## config.mk

```make
export PLATFORM = sky130hd
export DESIGN_NAME = alu_writeback_stage
export DESIGN_NICKNAME = d
export VERILOG_FILES = /design/src/rtl/alu_pkg.sv /design/src/rtl/alu_writeback_stage_mul_iter.sv /design/src/rtl/alu_writeback_stage.sv
export SDC_FILE = /design/constraint.sdc
export NUM_CORES = 1
export LEC_CHECK = 0
export BUFFER_PORTS_ARGS = -buffer_cell sky130_fd_sc_hd__buf_2
export CAP_MARGIN = 0
export CELL_PAD_IN_SITES_DETAIL_PLACEMENT = 0
export CELL_PAD_IN_SITES_GLOBAL_PLACEMENT = 1
export CORE_MARGIN = 5
export CORE_UTILIZATION = 45
export DETAILED_ROUTE_END_ITERATION = 6
export GPL_TIMING_DRIVEN = 0
export PLACE_DENSITY_LB_ADDON = 0.05
export REMOVE_ABC_BUFFERS = 1
export SLEW_MARGIN = 20
export SYNTH_ARGS = -nofsm -noshare
export SYNTH_HDL_FRONTEND = slang
export SYNTH_SLANG_ARGS = --single-unit
export TNS_END_PERCENT = 5
```

## constraint.sdc

```tcl
create_clock -name clk -period 3.82 [get_ports clk]
set_input_delay 0.573 -clock clk [delete_from_list [all_inputs] [get_ports clk]]
set_output_delay 0.573 -clock clk [all_outputs]
set_load 0.02 [all_outputs]
```

## src/rtl/alu_pkg.sv

```systemverilog
// Shared definitions for the ALU execute/writeback stage: widths, opcodes and FSM states.
package alu_pkg;

    localparam int unsigned DATA_W_DEF = 16;
    localparam int unsigned REG_AW_DEF = 5;

    localparam logic [3:0] OP_ADD   = 4'd0;
    localparam logic [3:0] OP_SUB   = 4'd1;
    localparam logic [3:0] OP_AND   = 4'd2;
    localparam logic [3:0] OP_OR    = 4'd3;
    localparam logic [3:0] OP_XOR   = 4'd4;
    localparam logic [3:0] OP_SLL   = 4'd5;
    localparam logic [3:0] OP_SRL   = 4'd6;
    localparam logic [3:0] OP_SRA   = 4'd7;
    localparam logic [3:0] OP_SLT   = 4'd8;
    localparam logic [3:0] OP_SLTU  = 4'd9;
    localparam logic [3:0] OP_MUL   = 4'd10;
    localparam logic [3:0] OP_PASSB = 4'd11;

    typedef enum logic {
        IDLE = 1'b0,
        MUL  = 1'b1
    } state_t;

    // Ops that produce a write in the cycle after acceptance (everything but MUL and reserved).
    function automatic logic is_single(input logic [3:0] op);
        return (op <= OP_SLTU) || (op == OP_PASSB);
    endfunction

endpackage

```

## src/rtl/alu_writeback_stage_mul_iter.sv

```systemverilog
// Iterative shift-add multiplier: one partial-product step per clock, DATA_W steps per product.
module mul_iter
    import alu_pkg::*;
#(
    parameter int unsigned DATA_W = DATA_W_DEF
) (
    input  logic              clk,
    input  logic              rst,
    input  logic              start,
    input  logic [DATA_W-1:0] a,
    input  logic [DATA_W-1:0] b,
    output logic              done,
    output logic [DATA_W-1:0] product
);

    localparam int unsigned CNT_W = $clog2(DATA_W) + 1;

    logic [DATA_W-1:0] acc;
    logic [DATA_W-1:0] mcand;
    logic [DATA_W-1:0] mplier;
    logic [CNT_W-1:0]  cnt;
    logic [DATA_W-1:0] addend;

    assign addend = mplier[0] ? mcand : '0;

    // done flags the edge carrying the last iteration; product already includes that step.
    assign done    = (cnt == CNT_W'(1));
    assign product = acc + addend;

    always_ff @(posedge clk or posedge rst) begin
        if (rst) begin
            acc    <= '0;
            mcand  <= '0;
            mplier <= '0;
            cnt    <= '0;
        end else if (start) begin
            acc    <= '0;
            mcand  <= a;
            mplier <= b;
            cnt    <= CNT_W'(DATA_W);
        end else if (cnt != '0) begin
            acc    <= acc + addend;
            mcand  <= mcand << 1;
            mplier <= mplier >> 1;
            cnt    <= cnt - CNT_W'(1);
        end
    end

endmodule

```

## src/rtl/alu_writeback_stage.sv

```systemverilog
// Execute/writeback stage feeding the register file write port; single-cycle ALU plus
// an iterative multiplier that stalls upstream through in_ready.
module alu_writeback_stage
    import alu_pkg::*;
#(
    parameter int unsigned DATA_W = DATA_W_DEF,
    parameter int unsigned REG_AW = REG_AW_DEF
) (
    input  logic              clk,
    input  logic              rst,
    input  logic              in_valid,
    output logic              in_ready,
    input  logic [3:0]        op,
    input  logic [REG_AW-1:0] rd,
    input  logic [DATA_W-1:0] a,
    input  logic [DATA_W-1:0] b,
    output logic              wb_en,
    output logic [REG_AW-1:0] wb_addr,
    output logic [DATA_W-1:0] wb_data,
    output logic              busy
);

    localparam int unsigned SH_W = $clog2(DATA_W);

    state_t            state, state_next;
    logic              accept;
    logic              mul_start;
    logic              mul_done;
    logic [DATA_W-1:0] mul_product;
    logic [REG_AW-1:0] mul_rd;
    logic [DATA_W-1:0] alu_res;
    logic [SH_W-1:0]   shamt;

    assign accept = in_valid & in_ready;
    assign shamt  = b[SH_W-1:0];

    always_comb begin
        alu_res = '0;
        case (op)
            OP_ADD:   alu_res = a + b;
            OP_SUB:   alu_res = a - b;
            OP_AND:   alu_res = a & b;
            OP_OR:    alu_res = a | b;
            OP_XOR:   alu_res = a ^ b;
            OP_SLL:   alu_res = a << shamt;
            OP_SRL:   alu_res = a >> shamt;
            OP_SRA:   alu_res = DATA_W'($signed(a) >>> shamt);
            OP_SLT:   alu_res = {{(DATA_W-1){1'b0}}, ($signed(a) < $signed(b))};
            OP_SLTU:  alu_res = {{(DATA_W-1){1'b0}}, (a < b)};
            OP_PASSB: alu_res = b;
            default:  alu_res = '0;
        endcase
    end

    mul_iter #(
        .DATA_W(DATA_W)
    ) u_mul (
        .clk     (clk),
        .rst     (rst),
        .start   (mul_start),
        .a       (a),
        .b       (b),
        .done    (mul_done),
        .product (mul_product)
    );

    always_ff @(posedge clk or posedge rst) begin
        if (rst) begin
            state <= IDLE;
        end else begin
            state <= state_next;
        end
    end

    always_comb begin
        state_next = state;
        case (state)
            IDLE:    if (accept && (op == OP_MUL)) state_next = MUL;
            MUL:     if (mul_done) state_next = IDLE;
            default: state_next = IDLE;
        endcase
    end

    always_comb begin
        in_ready  = !rst && (state == IDLE);
        busy      = (state == MUL);
        mul_start = accept && (op == OP_MUL);
    end

    // Writeback registers: a single-cycle accept and a MUL completion never share an edge,
    // since accepts only happen in IDLE.
    always_ff @(posedge clk or posedge rst) begin
        if (rst) begin
            wb_en   <= 1'b0;
            wb_addr <= '0;
            wb_data <= '0;
            mul_rd  <= '0;
        end else begin
            wb_en <= 1'b0;
            if (accept && is_single(op)) begin
                wb_en   <= 1'b1;
                wb_addr <= rd;
                wb_data <= alu_res;
            end else if ((state == MUL) && mul_done) begin
                wb_en   <= 1'b1;
                wb_addr <= mul_rd;
                wb_data <= mul_product;
            end
            if (mul_start) begin
                mul_rd <= rd;
            end
        end
    end

endmodule

```

; ---- After elaboration in Yosys (flattened, before gate mapping)
; Index checks and enable logic that the tools add are counted.
[word_totals]
rom_bits = 0
elab_cells = 65
register_bits = 81
latchBits = 0
mem_count = 0
ramBits = 0
[classes]
muxes = 19
n_shift = 3
multipliers = 0
n_addsub = 4
n_eq_ne = 12
div_mod_pow = 0
bitwise = 5
n_reduce_logical = 10
magnitude_cmp = 3
[ops]
columns = op, n
row1 = $pmux 16 s11, 1
row2 = $mux 16, 9
row3 = $add 16x16->16, 2
row4 = $lt 16x16->1, 2
row5 = $mux 5, 4
row6 = $and 16x16->16, 1
row7 = $eq 4x3->1 const B, 4
row8 = $eq 4x4->1 const B, 4
row9 = $or 16x16->16, 1
row10 = $shl 16x4->16, 1
row11 = $shr 16x4->16, 1
row12 = $sshr 16x4->16, 1
row13 = $sub 16x16->16, 1
row14 = $xor 16x16->16, 1
row15 = $eq 4x2->1 const B, 2
row16 = $eq 5x1->1 const B, 1
row17 = $reduce_bool 5->1, 1
row18 = $sub 5x1->5 const B, 1
row19 = $eq 4x1->1 const B, 1
row20 = $le 4x4->1 const B, 1
row21 = $logic_and 1x1->1, 4
row22 = $logic_not 4->1, 1
row23 = $mux 1, 4
row24 = $reduce_bool 2->1, 2
row25 = other kinds (5), 5

; ---- Longest topological paths before layout
; Gate-level depths: netlist of run 1.
[depth]
ltp_word = 6
mapped_depth = 13
ltp_nobuf = 13

; ---- Cells and area by module
; A second synthesis of run 1 with hierarchy kept.
[unflattened]
hier_cells = 1074
area_unflattened_um2 = 8421.8
[modules_own_cells]
columns = mod, n_inst, seq_area_each_um2, cells_per_inst, area_per_inst_um2
row1 = alu_writeback_stage, 1, 700.7, 718, 5206.2
row2 = mul_iter, 1, 1326.3, 356, 3215.6

; ---- Worst setup path after synthesis of run 1
; Ideal clock, no wire load.
[synth_timing]
path_kind = in2reg
startpoint = input port b[3]
endpoint = register wb_data[13]
setup_time_ns = 0.126
slack_ns = 0.431
cell_stages = 13
n_path_buf = 2
required_time_ns = 3.694
arrival_ns = 3.263
cell_sequence = clkbuf_1 clkinv_1 ha_1 buf_4 o21ai_1 o21bai_1 o31ai_1 o2111a_1 nor3_1 o21ai_0 a2111oi_1 a211oi_1 a221o_1
[synth_via]
elab_chain_cells = 3
word_cells_on_any_way = 7
[synth_rtl]
columns = element, line_no
row1 = "start, declared", alu_writeback_stage.sv:16  ; input logic [DATA_W-1:0] b,
row2 = "$sub 16x16->16, or another cell as far along", alu_writeback_stage.sv:41  ; OP_SUB: alu_res = a - b;
row3 = $pmux 16 s11 *, alu_writeback_stage.sv:39  ; case (op)
row4 = $mux 16 *, alu_writeback_stage.sv:100  ; if (accept && is_single(op)) begin
row5 = "end signal, assigned", alu_writeback_stage.sv:103  ; wb_data <= alu_res;
row6 = "end signal, assigned", alu_writeback_stage.sv:107  ; wb_data <= mul_product;
row7 = "end, declared", alu_writeback_stage.sv:19  ; output logic [DATA_W-1:0] wb_data,
; Every way passes the cells marked *; elsewhere a longest branch is shown, timed or not.
; A chain may end at the register's enable or synchronous reset.

; ---- Worst setup path after layout of run 1
[layout_timing]
startpoint = input port b[0]
endpoint = register wb_data[12]
; Same word-level chain as after synthesis.

==> metrics, run 1 <==
most common cell after layout, fill and taps aside nand2_1; per-cell routed wire length between 15 and 20 um; total grt overflow 0; post-route clock period utilization 96.2%; H-tree Lvls 3; crit end category register; worst rel slew slack 21.1%; Clk Tree Root Cell clkbuf_16; via count a little under 8000; initial core utilization 45.8%; drt pass-1 iters 5; commonest non-fill, non-tap cells in the layout nand2_1 (177), nor2_1 (117), a21oi_1 (87); final hold vios 0; share of layout cells above drive strength 1 around an eighth; worst clock skew 0.00787 ns; number of flops mapped to enable cells by yosys 0; core area 0.0173 sq mm; Detail Route Antenna Nets 0; Synth Instances between 1000 and 1500; placed cells 1294; Met3 Routed Length 1240 um; WL met2 12100 um; Worst Setup Slack, final 0.147 ns; post-synthesis sequential element count 81; Slew Limit Fails 0; number of cell rows 48; HP Class in -> async; Nets 1199; Max Used Layer met4; DRT iter0 DRCs about 660; Post-CTS Setup Repair Bufs 0; FMAX 0.272 GHz; Worst-path clk slew 0.06 ns; die area 0.0204 sq mm; Yosys cell types between 70 and 80; syn avg cell area 7.47 sq um; CTS tree built; Cell Pwr Density between 400 and 500 mW/mm^2; ys async rst share 100%; total CTS buffers 9; Primary FF master, synth dfrtp_1; CTS max path bufs 2; Worst-Skew Late Latency 0.35 ns; Die Ht roughly 140 um; status finished, final reports clean; first-pass GRT wire length 41600 um; antenna violations before repair 0; Layout area overhead 10.9%; Slew @ Worst Pin 1.18 ns; non-filler cells, final 1310; Setup crit start kind input port; Place WS -1.34 ns; Arrival @ worst endpoint between 3 and 4 ns; WS Path Type in -> reg; Overall Power 0.00389 W; final WL 25900 um; chip width about 140 um; sequential area share after synthesis between 20% and 30%; vias in the first global route 7535; residual DRC count 0; largest net degree at the start of global routing 48; # port buffers 67; Antenna diodes 0; Tmin final 3.67 ns; DR vias/cell approximately 6; GP Congestion 0.935; dpl hpwl 19100 um; Worst Path Required 4.04 ns; Sink Count 81; Final TNS setup 0 ns; total global-route track usage 25.8%; Leak roughly 4 nW; I/O Pins 68; Post-Syn Area 0.00793 sq mm; VDD IR-drop max 0.355 mV; metal1 wirelength 12000 um; Yosys Warn Count 0; unrepaired setup endpoints after global routing yes; crit-path max FO 47; Max-cap violations 0; Final Setup Violations 0
critical path, stage by stage:
cell and delay (ns):
clkbuf_4 0.37, ha_1 0.38, fa_1 0.43, a21o_1 0.20, a211oi_1 0.27, o21bai_1 0.22
o311a_1 0.37, o31ai_1 0.34, nor2b_1 0.22, xnor2_1 0.10, a211oi_2 0.34, a21oi_1 0.07
layout make-up:
type                            count  area (sq um)
Clock buffer                       10           229
Clock inverter                      6          67.6
Fill cell                        1779          8500
Inverter                           49           195
Multi-Input combinational cell    862          5500
Sequential cell                    81          2030
Tap cell                          225           282
Timing Repair Buffer               77           493
cell usage after synthesis (4+ instances only):
cell	number	area [sq um]
nand3_1	19	95.1
mux2i_1	18	180
ha_1	72	901
a221o_1	5	50.1
nand2b_1	11	68.8
o2111ai_1	5	43.8
nand4_1	6	37.5
o21ai_0	51	255
xnor2_1	14	123
a211oi_1	23	173
dfrtp_1	81	2030
nor2_1	119	447
and3_1	9	56.3
a221oi_1	13	114
and2_1	20	125
a22o_1	4	35.0
a22oi_1	15	113
o211ai_1	8	60.1
nor2b_1	6	37.5
buf_1	13	48.8
nand2_1	178	668
or3_1	7	43.8
mux2_2	10	113
a21oi_1	87	435
o21bai_1	8	60.1
buf_2	4	20.0
a31oi_1	36	225
a21o_1	14	105
xor2_1	7	61.3
clkbuf_1	49	184
inv_1	46	173
nor3_1	25	125
o22ai_1	8	50.1
o31ai_1	8	60.1
cell families (layout without fill, tap and decap cells):
kind of cell / count (synthesis) / in the layout / synth area share (%)
compound gates: 325 / 325 / 27.0
xor+xnor: 21 / 21 / 2.32
fa+ha+maj: 75 / 75 / 12.1
buf+inv: 119 / 142 / 5.98
flops: 81 / 81 / 25.6
mux: 31 / 31 / 4.54
simple gates: 410 / 410 / 22.5
routing by layer:
| metal | vias up | track usage [%] |
|---|---|---|
| met4 | 0 | 6.95 |
| met3 | 27 | 3.35 |
| met5 | - | 0 |
| met1 | 3798 | 36.1 |
| li1 | 3829 | - |
| met2 | 218 | 42.0 |
timing repair:
item,in CTS,in global routing
resized for setup,7,8
gates cloned,0,0
hold buffers,0,0
endpoints found under the setup margin,12,6
registers in the layout, summed over array words and instances (netlist names):
| signal | cells |
|---|---|
| wb_addr | 5 |
| mul_rd | 5 |
| wb_en | 1 |
| u_mul.acc | 16 |
| u_mul.mcand | 16 |
| busy | 1 |
| u_mul.cnt | 5 |
| wb_data | 16 |
| u_mul.mplier | 16 |
power breakdown:
group,internal [W],total (W),switching [W]
Sequential,0.00116,0.00135,0.000186
Combinational,0.000629,0.00165,0.00102
Clock,0.000509,0.000887,0.000378
through the flow:
stage | hold WS [ns] | cell area (sq um) | utilization, %
floorplan | 0.446 | 7640 | -
global placement | 0.452 | 8260 | 47.7
detailed placement | 0.457 | 8450 | 48.8
CTS | 0.320 | 8760 | 50.7
global route | 0.348 | 8790 | 50.8
finish | 0.299 | 8790 | 50.8
path summary, 6_finish.rpt:
check,startpoint,to,slack (ns),cells past startpoint
setup / recovery,b[0],wb_data[12],0.15,12
hold / removal,rst,busy,0.30,2
setup reg to reg,u_mul.mplier[0],u_mul.acc[14],0.52,12
hold reg to reg,wb_addr[3],wb_addr[3],0.47,2
max in group asynchronous,rst,u_mul.mcand[2],2.90,3
min in group clk,rd[4],mul_rd[4],0.43,3
Power figures use the tool's default switching activity.
==> run 2: changes to the inputs <==
--- a/config.mk
+++ b/config.mk
@@ -12,7 +12,7 @@
 export CORE_MARGIN = 5
 export CORE_UTILIZATION = 45
 export DETAILED_ROUTE_END_ITERATION = 6
-export GPL_TIMING_DRIVEN = 0
+export GPL_TIMING_DRIVEN = 1
 export PLACE_DENSITY_LB_ADDON = 0.05
 export REMOVE_ABC_BUFFERS = 1
 export SLEW_MARGIN = 20
==> metrics, run 2 (synthesis gave the netlist of run 1 again) <==
cts repair resizes 0; unrepaired setup endpoints after global routing no; Clk Tree Root Cell clkbuf_16; Final TNS setup 0 ns; via count 7971; Worst-path clk slew 0.07 ns; Overall Power 0.00396 W; Final Setup Violations 0; Arrival @ worst endpoint 3.55 ns; I/O Pins 68; share of layout cells above drive strength 1 between 10% and 20%; CTS tree built; HP Class in -> async; VDD IR-drop max 0.332 mV; H-tree Lvls 3; Worst Path Required between 4 and 5 ns; CTS max path bufs 2; Slew @ Worst Pin 1.09 ns; worst clock skew 0.00886 ns; GP Congestion 0.976; CTS hold repair buffers 0; Detail Route Antenna Nets 0; most common cell after layout, fill and taps aside nand2_1; multi-input logic area 0.00544 sq mm; antenna violations before repair 0; dpl hpwl 20700 um; Die Ht 143 um; Cell Pwr Density between 400 and 500 mW/mm^2; DRT iter0 DRCs 664; crit path launch u_mul.mplier[0]; final hold vios 0; total global-route track usage 27.7%; DR vias/cell 5.98; worst rel slew slack a little over a quarter; drt pass-1 iters 5; Tmin final 3.33 ns; WS Path Type reg -> reg; Slew Limit Fails 0; Layout area overhead 11.4%; Sink Count ~80; Worst-Skew Late Latency 0.35 ns; per-cell routed wire length roughly 21 um; largest net degree at the start of global routing 51; status finished, final reports clean; Leak 4.09 nW; crit end category register; final WL roughly 28000 um; die area 0.0204 sq mm; vias in the first global route 7751; chip width 143 um; # port buffers 67; Setup crit start kind register; number of fill cells about 1800; Antenna diodes 0; number of cell rows 48; total grt overflow 0; Post-CTS Setup Repair Bufs 0; Max-cap violations 0; Nets ~1200; FMAX 0.301 GHz; initial core utilization 45.8%; crit-path max FO 17; worst r2r src u_mul.mplier[0]; core area between 0.015 and 0.02 sq mm; residual DRC count 0; post-route clock period utilization 87.1%; total CTS buffers 9; first-pass GRT wire length 44200 um; commonest non-fill, non-tap cells in the layout nand2_1 (177), nor2_1 (119), a21oi_1 (87); register area 0.00203 sq mm
-- run 2: changes by cell type in the layout (fill, tap and decap cells not counted), moves of 3 or more --
cell and change:
nor3_1 +3, buf_12 -3, buf_4 +28, buf_2 +4, nor3_2 -3
-- run 2: path summary, 6_finish.rpt --
path	end	slack, ns	cells past startpoint
worst max-delay path	wb_data[15]	0.49	11
max in group asynchronous	u_mul.mplier[6]	2.89	3
worst max register to register	wb_data[15]	0.49	11
worst min register to register	wb_addr[0]	0.47	2
min in group clk	mul_rd[4]	0.43	3
worst min-delay path	u_mul.cnt[2]	0.08	2
-- run 2: area by class of cell --
type / instances / share of cell area (%)
Timing Repair Buffer: 101 / 6.83
Tap cell: 225 / 3.19
Multi-Input combinational cell: 862 / 61.6
Inverter: 49 / 2.10
Clock buffer: 10 / 2.59
Clock inverter: 6 / 0.737
Sequential cell: 81 / 22.9
-- run 2: where the power goes --
group | internal (W) | switching, W | leakage (nW) | total (W)
Sequential | 0.00116 | 0.000210 | 1.05 | 0.00137
Combinational | 0.000631 | 0.00104 | 2.90 | 0.00167
Clock | 0.000511 | 0.000408 | 0.143 | 0.000919
-- run 2: per-stage QoR --
step | setup slack [ns] | hold slack, ns | utilization [%] | cell area, sq um | instances
2_1_floorplan | 0.571 | 0.446 | - | 7640 | 992
3_3_place_gp | 0.431 | 0.445 | 49.4 | 8540 | 1318
3_5_place_dp | 0.362 | 0.446 | 49.4 | 8540 | 1318
4_1_cts | 0.493 | 0.0700 | 51.1 | 8830 | 1334
5_1_grt | 0.244 | 0.0828 | 51.1 | 8830 | 1334
6_report | 0.494 | 0.0756 | 51.1 | 8830 | 1334
-- run 2: metal layers --
layer | up-vias | global-route usage (%) | wire, um | share of wire, %
li1 | 3886 | - | - | -
met1 | 3762 | 39.4 | 12600 | 46
met2 | 274 | 44.9 | 12700 | 46
met3 | 49 | 2.51 | 1670 | 6.0
met4 | 0 | 8.35 | 753 | 2.7
met5 | - | 0 | 0 | 0
-- run 2: worst max-delay path, cell delays in order, from the launching register on --
cell and delay, ns:
dfrtp_1 0.63, and2_1 0.26, ha_1 0.27, a211oi_2 0.20
nor2_1 0.10, or4_4 0.44, a31oi_2 0.22, a21oi_2 0.13
a221o_1 0.35, xor2_1 0.22, xor2_1 0.24, o221ai_1 0.13
==> run 3: changes to the inputs <==
--- a/config.mk
+++ b/config.mk
@@ -5,16 +5,18 @@
 export SDC_FILE = /design/constraint.sdc
 export NUM_CORES = 1
 export LEC_CHECK = 0
-export BUFFER_PORTS_ARGS = -buffer_cell sky130_fd_sc_hd__buf_2
 export CAP_MARGIN = 0
 export CELL_PAD_IN_SITES_DETAIL_PLACEMENT = 0
 export CELL_PAD_IN_SITES_GLOBAL_PLACEMENT = 1
 export CORE_MARGIN = 5
 export CORE_UTILIZATION = 45
+export CTS_CLUSTER_DIAMETER = 50
 export DETAILED_ROUTE_END_ITERATION = 6
+export DONT_BUFFER_PORTS = 1
 export GPL_TIMING_DRIVEN = 1
 export PLACE_DENSITY_LB_ADDON = 0.05
 export REMOVE_ABC_BUFFERS = 1
+export SKIP_LAST_GASP = 1
 export SLEW_MARGIN = 20
 export SYNTH_ARGS = -nofsm -noshare
 export SYNTH_HDL_FRONTEND = slang
==> metrics, run 3 (synthesis gave the netlist of run 1 again) <==
Post-CTS Setup Repair Bufs 0; Nets 1144; Max-cap violations 0; number of fill cells between 1500 and 2000; Slew Limit Fails 0; number of cell rows 48; total grt overflow 0; Int Pwr 0.00220 W; worst clock skew 0.0150 ns; Worst Path Required 4.09 ns; initial core utilization 45.8%; die area about 0.020 sq mm; largest net degree at the start of global routing between 50 and 60; Reg2Reg Depth 12; via count a little under 8000; H-tree Lvls 3; crit-path max FO 17; Worst-path clk slew 0.07 ns; Detail Route Antenna Nets 0; VDD IR-drop max roughly 0.30 mV; per-cell routed wire length roughly 21 um; Sw Ratio 41.1%; dpl hpwl around 20000 um; residual DRC count 0; first-pass GRT wire length 42200 um; Layout Utilization about half; DRT iter0 DRCs around 600; Cell Pwr Density 444 mW/mm^2; worst rel slew slack 38.2%; # port buffers 0; GP Congestion 0.914; Antenna diodes 0; cts repair resizes 0; vias in the first global route 7520; Net Sw Power ~0.0015 W; commonest non-fill, non-tap cells in the layout nand2_1 (177), nor2_1 (119), a21oi_1 (87); post-route clock period utilization a little under nine tenths; CTS hold repair buffers 0; Sink Count 81; CTS max path bufs 2; I/O Pins 68; final WL 26800 um; Tmin final approximately 3.2 ns; drt pass-1 iters 5; antenna violations before repair 0; share of total power in the clock network between 20% and 30%; Layout area overhead 6.01%; share of layout cells above drive strength 1 6.50%; FMAX about 0.3 GHz; WS Path Type reg -> reg; worst r2r src u_mul.mplier[0]; chip width about 140 um; Arrival @ worst endpoint 3.52 ns; part of the power in combinational logic 35.1%; Slew @ Worst Pin ~0.92 ns; CTS tree built; total global-route track usage about a quarter; most common cell after layout, fill and taps aside nand2_1; Reg power frac 40.9%; HP Class in -> async; unrepaired setup endpoints after global routing no; total CTS buffers 9; DR vias/cell 6.14; Leak 3.75 nW; Clk Tree Root Cell clkbuf_16; Die Ht 143 um; crit path launch u_mul.mplier[0]; Worst-Skew Late Latency 0.35 ns; Setup crit start kind register; Final TNS setup 0 ns; core area between 0.015 and 0.02 sq mm; status finished, final reports clean; crit end category register; final hold vios 0; Final Setup Violations 0
run 3: final cells by class:
type                       count  area, sq um  share of cell area (%)
multi-input combinational    862         5450                    64.8
sequential                    81         2030                    24.1
tap                          225          282                    3.35
clock buffer                  10          229                    2.72
inverter                      49          185                    2.20
timing repair buffer          22          165                    1.96
clock inverter                 6         67.6                   0.804
run 3: worst paths after layout:
path	endpoint	slack (ns)
worst min-delay path	busy	0.1
max in group asynchronous	u_mul.mplier[1]	2.59
worst min register to register	mul_rd[1]	0.48
worst max-delay path	u_mul.acc[14]	0.57
min in group clk	mul_rd[4]	0.33
worst max register to register	u_mul.acc[14]	0.57
run 3: per-layer routing:
layer  share of wire [%]  track usage [%]  up-vias  wire length, um
met1                  45             35.2     3702            12000
met5                   0                0        -                0
li1                    -                -     3715                -
met2                  47             44.4      258            12600
met4                 2.2             7.35        0              584
met3                 6.1             3.82       33             1650
run 3: metrics by stage:
stage	instances	hold WS (ns)	total power [W]	area, sq um	worst slack, ns
after floorplan	992	0.446	0.00245	7640	0.571
after global placement	1239	0.460	0.00283	8110	0.368
after detailed placement	1239	0.466	0.00285	8110	0.378
after CTS	1255	0.107	0.00376	8410	0.532
after global routing	1255	0.124	0.00400	8410	0.334
final	1255	0.0962	0.00373	8410	0.573
run 3: worst max-delay path, cell delays in order (launching register included):
cell and delay [ns]:
dfrtp_1 0.53, and2_1 0.22, ha_1 0.23, fa_1 0.44
a21o_1 0.17, a21oi_1 0.27, o21a_1 0.19, o31ai_1 0.11
o41a_1 0.36, a31oi_1 0.24, xnor2_1 0.18, nand2_1 0.08
a21oi_1 0.15
run 3: power by group through the flow:
stage                     Combinational (W)  Sequential [W]  Clock [W]
final                               0.00131         0.00153   0.000897
after CTS                           0.00131         0.00153   0.000914
after detailed placement            0.00130         0.00155          0
after global placement              0.00129         0.00154          0
after floorplan                    0.000983         0.00146          0
after global routing                0.00148         0.00157   0.000955
